[src/rtl/shift_seq_pkg.sv]
// Shared types and defaults for the shift sequence controller.
// Optional rotate feature is selected by SHIFT_SEQ_ROTATE_EN in shift_seq_ctrl.
package shift_seq_pkg;

  localparam int DEFAULT_WIDTH = 32'd4;

  typedef enum logic [1:0] {
    ST_IDLE  = 2'd0,
    ST_SHIFT = 2'd1,
    ST_DONE  = 2'd2
  } state_e;

endpackage

[src/rtl/shift_seq_dp.sv]
// Shift register datapath: parallel load has priority over a right shift
// that inserts the fill bit at the MSB.
module shift_seq_dp
  import shift_seq_pkg::*;
#(
  parameter int WIDTH = DEFAULT_WIDTH
) (
  input  logic             clk,
  input  logic             rst,
  input  logic             load,
  input  logic [WIDTH-1:0] load_data,
  input  logic             shift_en,
  input  logic             fill,
  output logic [WIDTH-1:0] sreg
);

  logic [WIDTH-1:0] sreg_r;

  // Shift register storage with load and fill-shift
  always_ff @(posedge clk or posedge rst) begin
    if (rst) begin
      sreg_r <= {WIDTH{1'b0}};
    end else if (load) begin
      sreg_r <= load_data;
    end else if (shift_en) begin
      sreg_r <= {fill, sreg_r[WIDTH-1:1]};
    end else begin
      sreg_r <= sreg_r;
    end
  end

  assign sreg = sreg_r;

endmodule

[src/rtl/shift_seq_ctrl.sv]
// Shift sequence controller: loads a word, shifts it out LSB-first for a
// programmed count, then pulses done. Define SHIFT_SEQ_ROTATE_EN for rot_mode.
module shift_seq_ctrl
  import shift_seq_pkg::*;
#(
  parameter int WIDTH = DEFAULT_WIDTH,
  parameter int CNT_W = $clog2(WIDTH + 1)
) (
  input  logic             clk,
  input  logic             rst,
  input  logic             load_valid,
  output logic             load_ready,
  input  logic [WIDTH-1:0] load_data,
  input  logic [CNT_W-1:0] load_count,
  input  logic             ser_in,
`ifdef SHIFT_SEQ_ROTATE_EN
  input  logic             rot_mode,
`endif
  input  logic             abort,
  output logic             ser_out,
  output logic             ser_valid,
  output logic [WIDTH-1:0] par_out,
  output logic             busy,
  output logic             done
);

  localparam logic [1:0]       IDLE     = 2'(ST_IDLE);
  localparam logic [1:0]       SHIFT    = 2'(ST_SHIFT);
  localparam logic [1:0]       DONE     = 2'(ST_DONE);
  localparam logic [CNT_W-1:0] CNT_ZERO = {CNT_W{1'b0}};
  localparam logic [CNT_W-1:0] CNT_ONE  = CNT_W'(1);
  localparam logic [CNT_W-1:0] CNT_FULL = CNT_W'(WIDTH);

  logic [1:0]       state_r;
  logic [1:0]       state_nxt_s;
  logic [CNT_W-1:0] cnt_r;
  logic [CNT_W-1:0] cnt_nxt_s;
  logic [CNT_W-1:0] eff_cnt_s;
  logic             load_s;
  logic             shift_s;
  logic             fill_s;
  logic [WIDTH-1:0] sreg_s;
  logic             idle_r;
  logic             busy_r;
  logic             done_r;
  logic             ser_valid_r;

  // Zero or an over-range count means a full-width sequence
  always_comb begin
    eff_cnt_s = load_count;
    if ((load_count == CNT_ZERO) || (load_count > CNT_FULL)) begin
      eff_cnt_s = CNT_FULL;
    end else begin
      eff_cnt_s = load_count;
    end
  end

  // Next-state, counter and datapath control decode
  always_comb begin
    state_nxt_s = state_r;
    cnt_nxt_s   = cnt_r;
    load_s      = 1'b0;
    shift_s     = 1'b0;
    case (state_r)
      IDLE: begin
        if (load_valid) begin
          state_nxt_s = SHIFT;
          cnt_nxt_s   = eff_cnt_s;
          load_s      = 1'b1;
        end else begin
          state_nxt_s = IDLE;
        end
      end
      SHIFT: begin
        // Abort wins even over the final shift, so no done pulse follows
        if (abort) begin
          state_nxt_s = IDLE;
          cnt_nxt_s   = CNT_ZERO;
        end else begin
          shift_s   = 1'b1;
          cnt_nxt_s = cnt_r - CNT_ONE;
          if (cnt_r == CNT_ONE) begin
            state_nxt_s = DONE;
          end else begin
            state_nxt_s = SHIFT;
          end
        end
      end
      DONE: begin
        state_nxt_s = IDLE;
      end
      default: begin
        state_nxt_s = IDLE;
        cnt_nxt_s   = CNT_ZERO;
      end
    endcase
  end

  // State and shift counter registers
  always_ff @(posedge clk or posedge rst) begin
    if (rst) begin
      state_r <= IDLE;
      cnt_r   <= CNT_ZERO;
    end else begin
      state_r <= state_nxt_s;
      cnt_r   <= cnt_nxt_s;
    end
  end

  // Status outputs registered from the next-state decode
  always_ff @(posedge clk or posedge rst) begin
    if (rst) begin
      idle_r      <= 1'b1;
      busy_r      <= 1'b0;
      done_r      <= 1'b0;
      ser_valid_r <= 1'b0;
    end else begin
      idle_r      <= (state_nxt_s == IDLE);
      busy_r      <= (state_nxt_s != IDLE);
      done_r      <= (state_nxt_s == DONE);
      ser_valid_r <= (state_nxt_s == SHIFT);
    end
  end

`ifdef SHIFT_SEQ_ROTATE_EN
  logic rot_r;

  // Rotate mode is captured once per sequence at load acceptance
  always_ff @(posedge clk or posedge rst) begin
    if (rst) begin
      rot_r <= 1'b0;
    end else if (load_s) begin
      rot_r <= rot_mode;
    end else begin
      rot_r <= rot_r;
    end
  end

  assign fill_s = rot_r ? sreg_s[0] : ser_in;
`else
  assign fill_s = ser_in;
`endif

  shift_seq_dp #(
    .WIDTH (WIDTH)
  ) u_dp (
    .clk       (clk),
    .rst       (rst),
    .load      (load_s),
    .load_data (load_data),
    .shift_en  (shift_s),
    .fill      (fill_s),
    .sreg      (sreg_s)
  );

  assign load_ready = idle_r & ~rst;
  assign ser_out    = sreg_s[0];
  assign ser_valid  = ser_valid_r;
  assign par_out    = sreg_s;
  assign busy       = busy_r;
  assign done       = done_r;

endmodule

[config.mk]
export PLATFORM = sky130hd
export DESIGN_NAME = shift_seq_ctrl
export DESIGN_NICKNAME = d
export VERILOG_FILES = /design/src/rtl/shift_seq_pkg.sv /design/src/rtl/shift_seq_dp.sv /design/src/rtl/shift_seq_ctrl.sv
export SDC_FILE = /design/constraint.sdc
export NUM_CORES = 1
export LEC_CHECK = 0
export ABC_AREA = 1
export BUFFER_PORTS_ARGS = -buffer_cell sky130_fd_sc_hd__buf_4
export CAP_MARGIN = 20
export CORE_ASPECT_RATIO = 0.7
export CORE_MARGIN = 8
export CORE_UTILIZATION = 25
export DETAILED_ROUTE_END_ITERATION = 8
export SLEW_MARGIN = 30
export SYNTH_ARGS = -nofsm -noshare
export SYNTH_HDL_FRONTEND = slang
export SYNTH_SLANG_ARGS = --single-unit
[constraint.sdc]
create_clock -name clk -period 1.2 [get_ports clk]
set_input_delay 0.3 -clock clk [delete_from_list [all_inputs] [get_ports clk]]
set_output_delay 0.3 -clock clk [all_outputs]
set_load 0.1 [all_outputs]
; ---- Word level (Yosys, flattened, before mapping)
; Cells that the tools add are included.
; W data, S select, Z words.
[word_totals]
register_bits = 13
input_bits = 12
[op_classes]
n_bitwise = 3
order_cmp = 1
n_addsub = 1
eq_ne = 6
n_mux = 14
n_reduce_logical = 7
[op_table]
columns = op, n
row1 = $mux W3, 3
row2 = $pmux W3 S3, 1
row3 = $mux W4, 2
row4 = $mux W1, 5
row5 = $eq A2 B1 Y1 const B, 2
row6 = $eq A2 B2 Y1 const B, 2
row7 = $logic_not A2 Y1, 2
row8 = $mux W2, 2
row9 = $pmux W2 S2, 1
row10 = $reduce_bool A2 Y1, 2
row11 = $eq A3 B1 Y1 const B, 1
row12 = $gt A3 B3 Y1 const B, 1
row13 = $logic_not A3 Y1, 1
row14 = $sub A3 B1 Y3 const B, 1
row15 = $ne A2 B2 Y1 const B, 1
row16 = $not A1 Y1, 2
row17 = $reduce_and A2 Y1, 1
row18 = $and A1 B1 Y1, 1
row19 = $logic_or A1 B1 Y1, 1

; ---- Depth between registers and ports, before layout
[depth]
ltp_word = 5
depth_mapped = 9
depth_no_buf = 9

; ---- Modules after synthesis
; From an unflattened synthesis, not the netlist that was laid out.
[hier_totals]
cells_unflattened = 88
hier_area_um2 = 679.4
[by_module_without_submodules]
columns = module, area_each_um2, instances, cells_each, seq_area_each_um2
row1 = shift_seq_ctrl, 489.2, 1, 62, 226.5
row2 = shift_seq_dp, 190.2, 1, 26, 100.1

; ---- Worst setup path after synthesis
; No wires, ideal clock.
[synth_path]
path_type = reg-to-output
start = register idle_r
end = output port load_ready
required_time_ps = 900
setup_slack_ps = -881
t_arrival_ps = 1781
stages_incl_launch_ff = 3
n_path_buf = 0
cell_sequence = dfstp_2 inv_1 nor2_1
[synth_between]
elab_chain_len = 1
[synth_rtl]
columns = item, line
row1 = start: declaration, shift_seq_ctrl.sv:43  ; logic idle_r;
row2 = start signal: assignment, shift_seq_ctrl.sv:118  ; idle_r <= (state_nxt_s == IDLE);
row3 = $and A1 B1 Y1, shift_seq_ctrl.sv:156  ; assign load_ready = idle_r & ~rst;
row4 = end: declaration, shift_seq_ctrl.sv:12  ; output logic load_ready,
; No other way between the ends.

; ---- Worst setup path in the final report
; Ends and elaborated chain as after synthesis.

==> flow_results.org <==
** Run status
- The flow ran to the end, but the final reports show violations.
- Failing checks :: negative setup slack

** Critical path
- The endpoint identified for the worst register-to-register timing path is cnt_r[2]$_DFFE_PP0P_.
- Worst setup path start :: idle_r$_DFF_PP1_
- In this run the worst setup path terminates at load_ready.
- Data arrival time of the critical path :: 1.07 ns
- Endpoint required time on the critical path :: 0.90 ns
- Setup slack of the worst register-to-register path :: 0.11 ns
- Launch instance of the worst register-to-register path :: cnt_r[0]$_DFFE_PP0P_
- Reg2reg path depth :: 9
- Worst setup path class :: reg -> out
- The worst setup path is launched from a register.
- Slowest cell on the critical path :: sky130_fd_sc_hd__dfstp_2
- Biggest cell delay along the critical path :: 0.52 ns
- Critical Path, Cell by Cell :: inv_2, nor2_4, buf_12
- Largest fanout of any net on the critical path :: 1
- STA classifies the critical path endpoint as an output port.

** STA
- Final setup violation count :: 3
- Once routing completed, OpenROAD measured the worst setup slack at -0.166 ns.
- The smallest clock period supported by the final layout is computed as 1.37 ns.
- Static timing analysis puts the maximum clock frequency at 732 MHz.
- Clock skew on the completed layout was measured at 0.00191 ns.
- Number of pins exceeding their max-slew limit in the final report :: 0
- Worst-Margin Slew :: 0.510 ns
- Share of the clock period used by the worst path :: 114%
- Headroom to the max-slew limit came out at 66.0%.
- Setup repair after global routing missed its margin :: true
- Count of final hold-check violations :: 0

** Floorplan
- Starting density of the core :: 26.7%
- Number of top-level design ports :: 21
- Area of the die :: 4600 µm²
- Die Span X :: 77.7 µm
- The die is 59.2 µm tall.
- The total area inside the core boundary comes to 2500 µm².
- The floorplan has 15 rows.

** Job
- The tool flagged a number of max-cap violations equal to 0.

** Detailed routing
- Via Count :: 599
- First-pass DRT Iterations :: 5
- Wires add up to 1550 µm.
- Drt initial violations :: 21
- In the routed design, unresolved DRC markers number 0.
- In this run the remaining antenna-violating nets after routing total 0.
- Routed via count divided by cell count :: 4.13
- After detailed routing, the average wire length per cell comes to 10.7 µm.

** Final layout
- Filler Cells Inserted :: 246
- In the final design database the tool counted 127 nets.
- Count of antenna diodes in the layout :: 0
- Proportion of layout cells with a drive suffix above 1 :: 36.9%
- Final design area excluding fillers :: 988 µm²
- Area Overhead vs Synth :: 48.2%

** CTS
- The cell sitting at the root of the clock tree is a sky130_fd_sc_hd__clkbuf_8.
- Clock tree synthesis found a total of 13 sinks.
- Number of H-tree levels :: 1
- Total setup buffers inserted after CTS :: 0
- The number of gates resized after CTS was 13.
- Buffers inserted to repair hold after CTS numbered 0.
- Clock Path Buffers :: 2
- Number of clock buffers inserted by TritonCTS :: 3
- Clock latency of the later-clocked register in the worst-skew pair :: 0.24 ns
- After clock tree synthesis, the clock-pin slew on the worst setup and hold paths is 0.05 ns.
- CTS tree :: built

** Synth
- Cells after synthesis :: 85
- Count of state elements after synthesis :: 13
- The Yosys step of the flow raised 0 warnings.
- In this run the mean area of a mapped cell was 7.85 µm².
- Number of distinct standard cells referenced by the synthesized netlist :: 15
- Syn_nets :: 100
- The cell area that synthesis handed to floorplanning was 667 µm².
- Sequential cells were found to cover 49.0% of the synthesized design area.

** Placement
- Once placement finished, the instance area stood at 890 µm².
- Port buffering added 20 buffers.
- Summed over all nets, the half-perimeter wirelength after detailed placement is 1220 µm.
- Routability-driven placement finished with a final weighted congestion of 0.759.

** Global routing
- Number of antenna violations at the first check in global routing :: 0
- The total overflow left after global routing is 0.
- Global routing consumed, over all layers together, 7.28% of the routing resources.
- Vias in the first global route :: 637
- Entering global routing, the biggest net connects 14 pins.
- Wire length of the first global-routing pass :: 2650 µm

** Worst hold path
- Kind of path behind the tightest hold check :: in -> async
==> critical path, delay by kind of cell, from the launching register on <==
kind	cells	cell delay, ns
flip-flops	1	0.52
buffers and inverters	2	0.22
AND/OR/NAND/NOR	1	0.09
==> registers in the layout (all words and copies together) (netlist names) <==
| signal | cells |
|---|---|
| u_dp.sreg | 4 |
| busy | 1 |
| state_r | 2 |
| done | 1 |
| cnt_r | 3 |
| idle_r | 1 |
| ser_valid | 1 |
==> area by class of cell <==
type	count	area, µm²	share of cell area (%)
Clock buffer	4	45.0	4.56
Inverter	16	62.6	6.33
Multi-Input combinational cell	55	283	28.6
Sequential cell	13	334	33.8
Tap cell	34	42.5	4.30
Timing Repair Buffer	23	221	22.4
==> per-stage QoR <==
step                utilization, %  setup WS [ns]  setup TNS (ns)  hold slack [ns]  std cells
CTS                           39.4         -0.177          -0.244            0.125        145
global placement              35.6         -0.140          -0.265            0.383        141
finish                        39.6         -0.166          -0.219            0.111        145
detailed placement            35.6         -0.162          -0.307            0.386        141
global route                  39.6         -0.216          -0.297            0.153        145
floorplan                        -         -0.112          -0.112            0.176         85
==> per-layer routing <==
metal	global-route usage [%]	up-vias	wire [µm]
met5	0	-	0
met4	2.67	0	17
met3	3.33	2	94
met2	12.9	17	804
met1	7.41	273	631
li1	-	307	-
==> placed cells by master, fill, tap and decap left out <==
master,n
sky130_fd_sc_hd__nand2_4,1
sky130_fd_sc_hd__nor2_2,1
sky130_fd_sc_hd__nor2_4,2
sky130_fd_sc_hd__nand3b_1,1
sky130_fd_sc_hd__nand2_2,2
sky130_fd_sc_hd__dfrtp_2,3
sky130_fd_sc_hd__dfstp_2,1
sky130_fd_sc_hd__buf_4,17
sky130_fd_sc_hd__dfrtp_4,1
sky130_fd_sc_hd__buf_12,3
sky130_fd_sc_hd__or2_2,1
sky130_fd_sc_hd__inv_1,14
sky130_fd_sc_hd__dfrtp_1,8
sky130_fd_sc_hd__nor2_1,4
sky130_fd_sc_hd__nand3_1,7
sky130_fd_sc_hd__nand2_1,32
sky130_fd_sc_hd__clkbuf_8,3
sky130_fd_sc_hd__clkbuf_1,1
sky130_fd_sc_hd__buf_6,3
sky130_fd_sc_hd__a21oi_2,1
sky130_fd_sc_hd__ha_1,3
sky130_fd_sc_hd__inv_4,1
sky130_fd_sc_hd__inv_2,1
==> worst min-delay path by stage <==
stage / end / depth (start not counted) / slack, ns / startpoint
after floorplan: busy$_DFF_PP0_ / 1 / 0.18 / rst
after global placement: u_dp.sreg[0]$_DFFE_PP0P_ / 2 / 0.38 / rst
after detailed placement: ser_valid$_DFF_PP0_ / 2 / 0.39 / rst
after CTS: ser_valid$_DFF_PP0_ / 2 / 0.12 / rst
after global routing: state_r[0]$_DFF_PP0_ / 2 / 0.15 / rst
final: done$_DFF_PP0_ / 2 / 0.11 / rst
==> synthesized netlist by cell type (all sizes together) <==
library cell / count / area (µm²)
nand3b: 1 / 7.51
nand2: 35 / 144
nor2: 7 / 31.3
or2: 1 / 6.26
buf: 1 / 7.51
inv: 16 / 62.6
dfstp: 1 / 26.3
ha: 3 / 37.5
dfrtp: 12 / 300
nand3: 7 / 35.0
a21oi: 1 / 8.76
==> cell families after synthesis <==
family,Yosys count,synth area share [%]
adders and majority gates,3,5.63
AOI/OAI and AO/OA,1,1.31
buffers and inverters,17,10.5
DFF,13,49.0
and+or+nand+nor,51,33.6
Power is not shown: default switching activity piles up to over one toggle a cycle in this logic, so the estimate is an artifact.
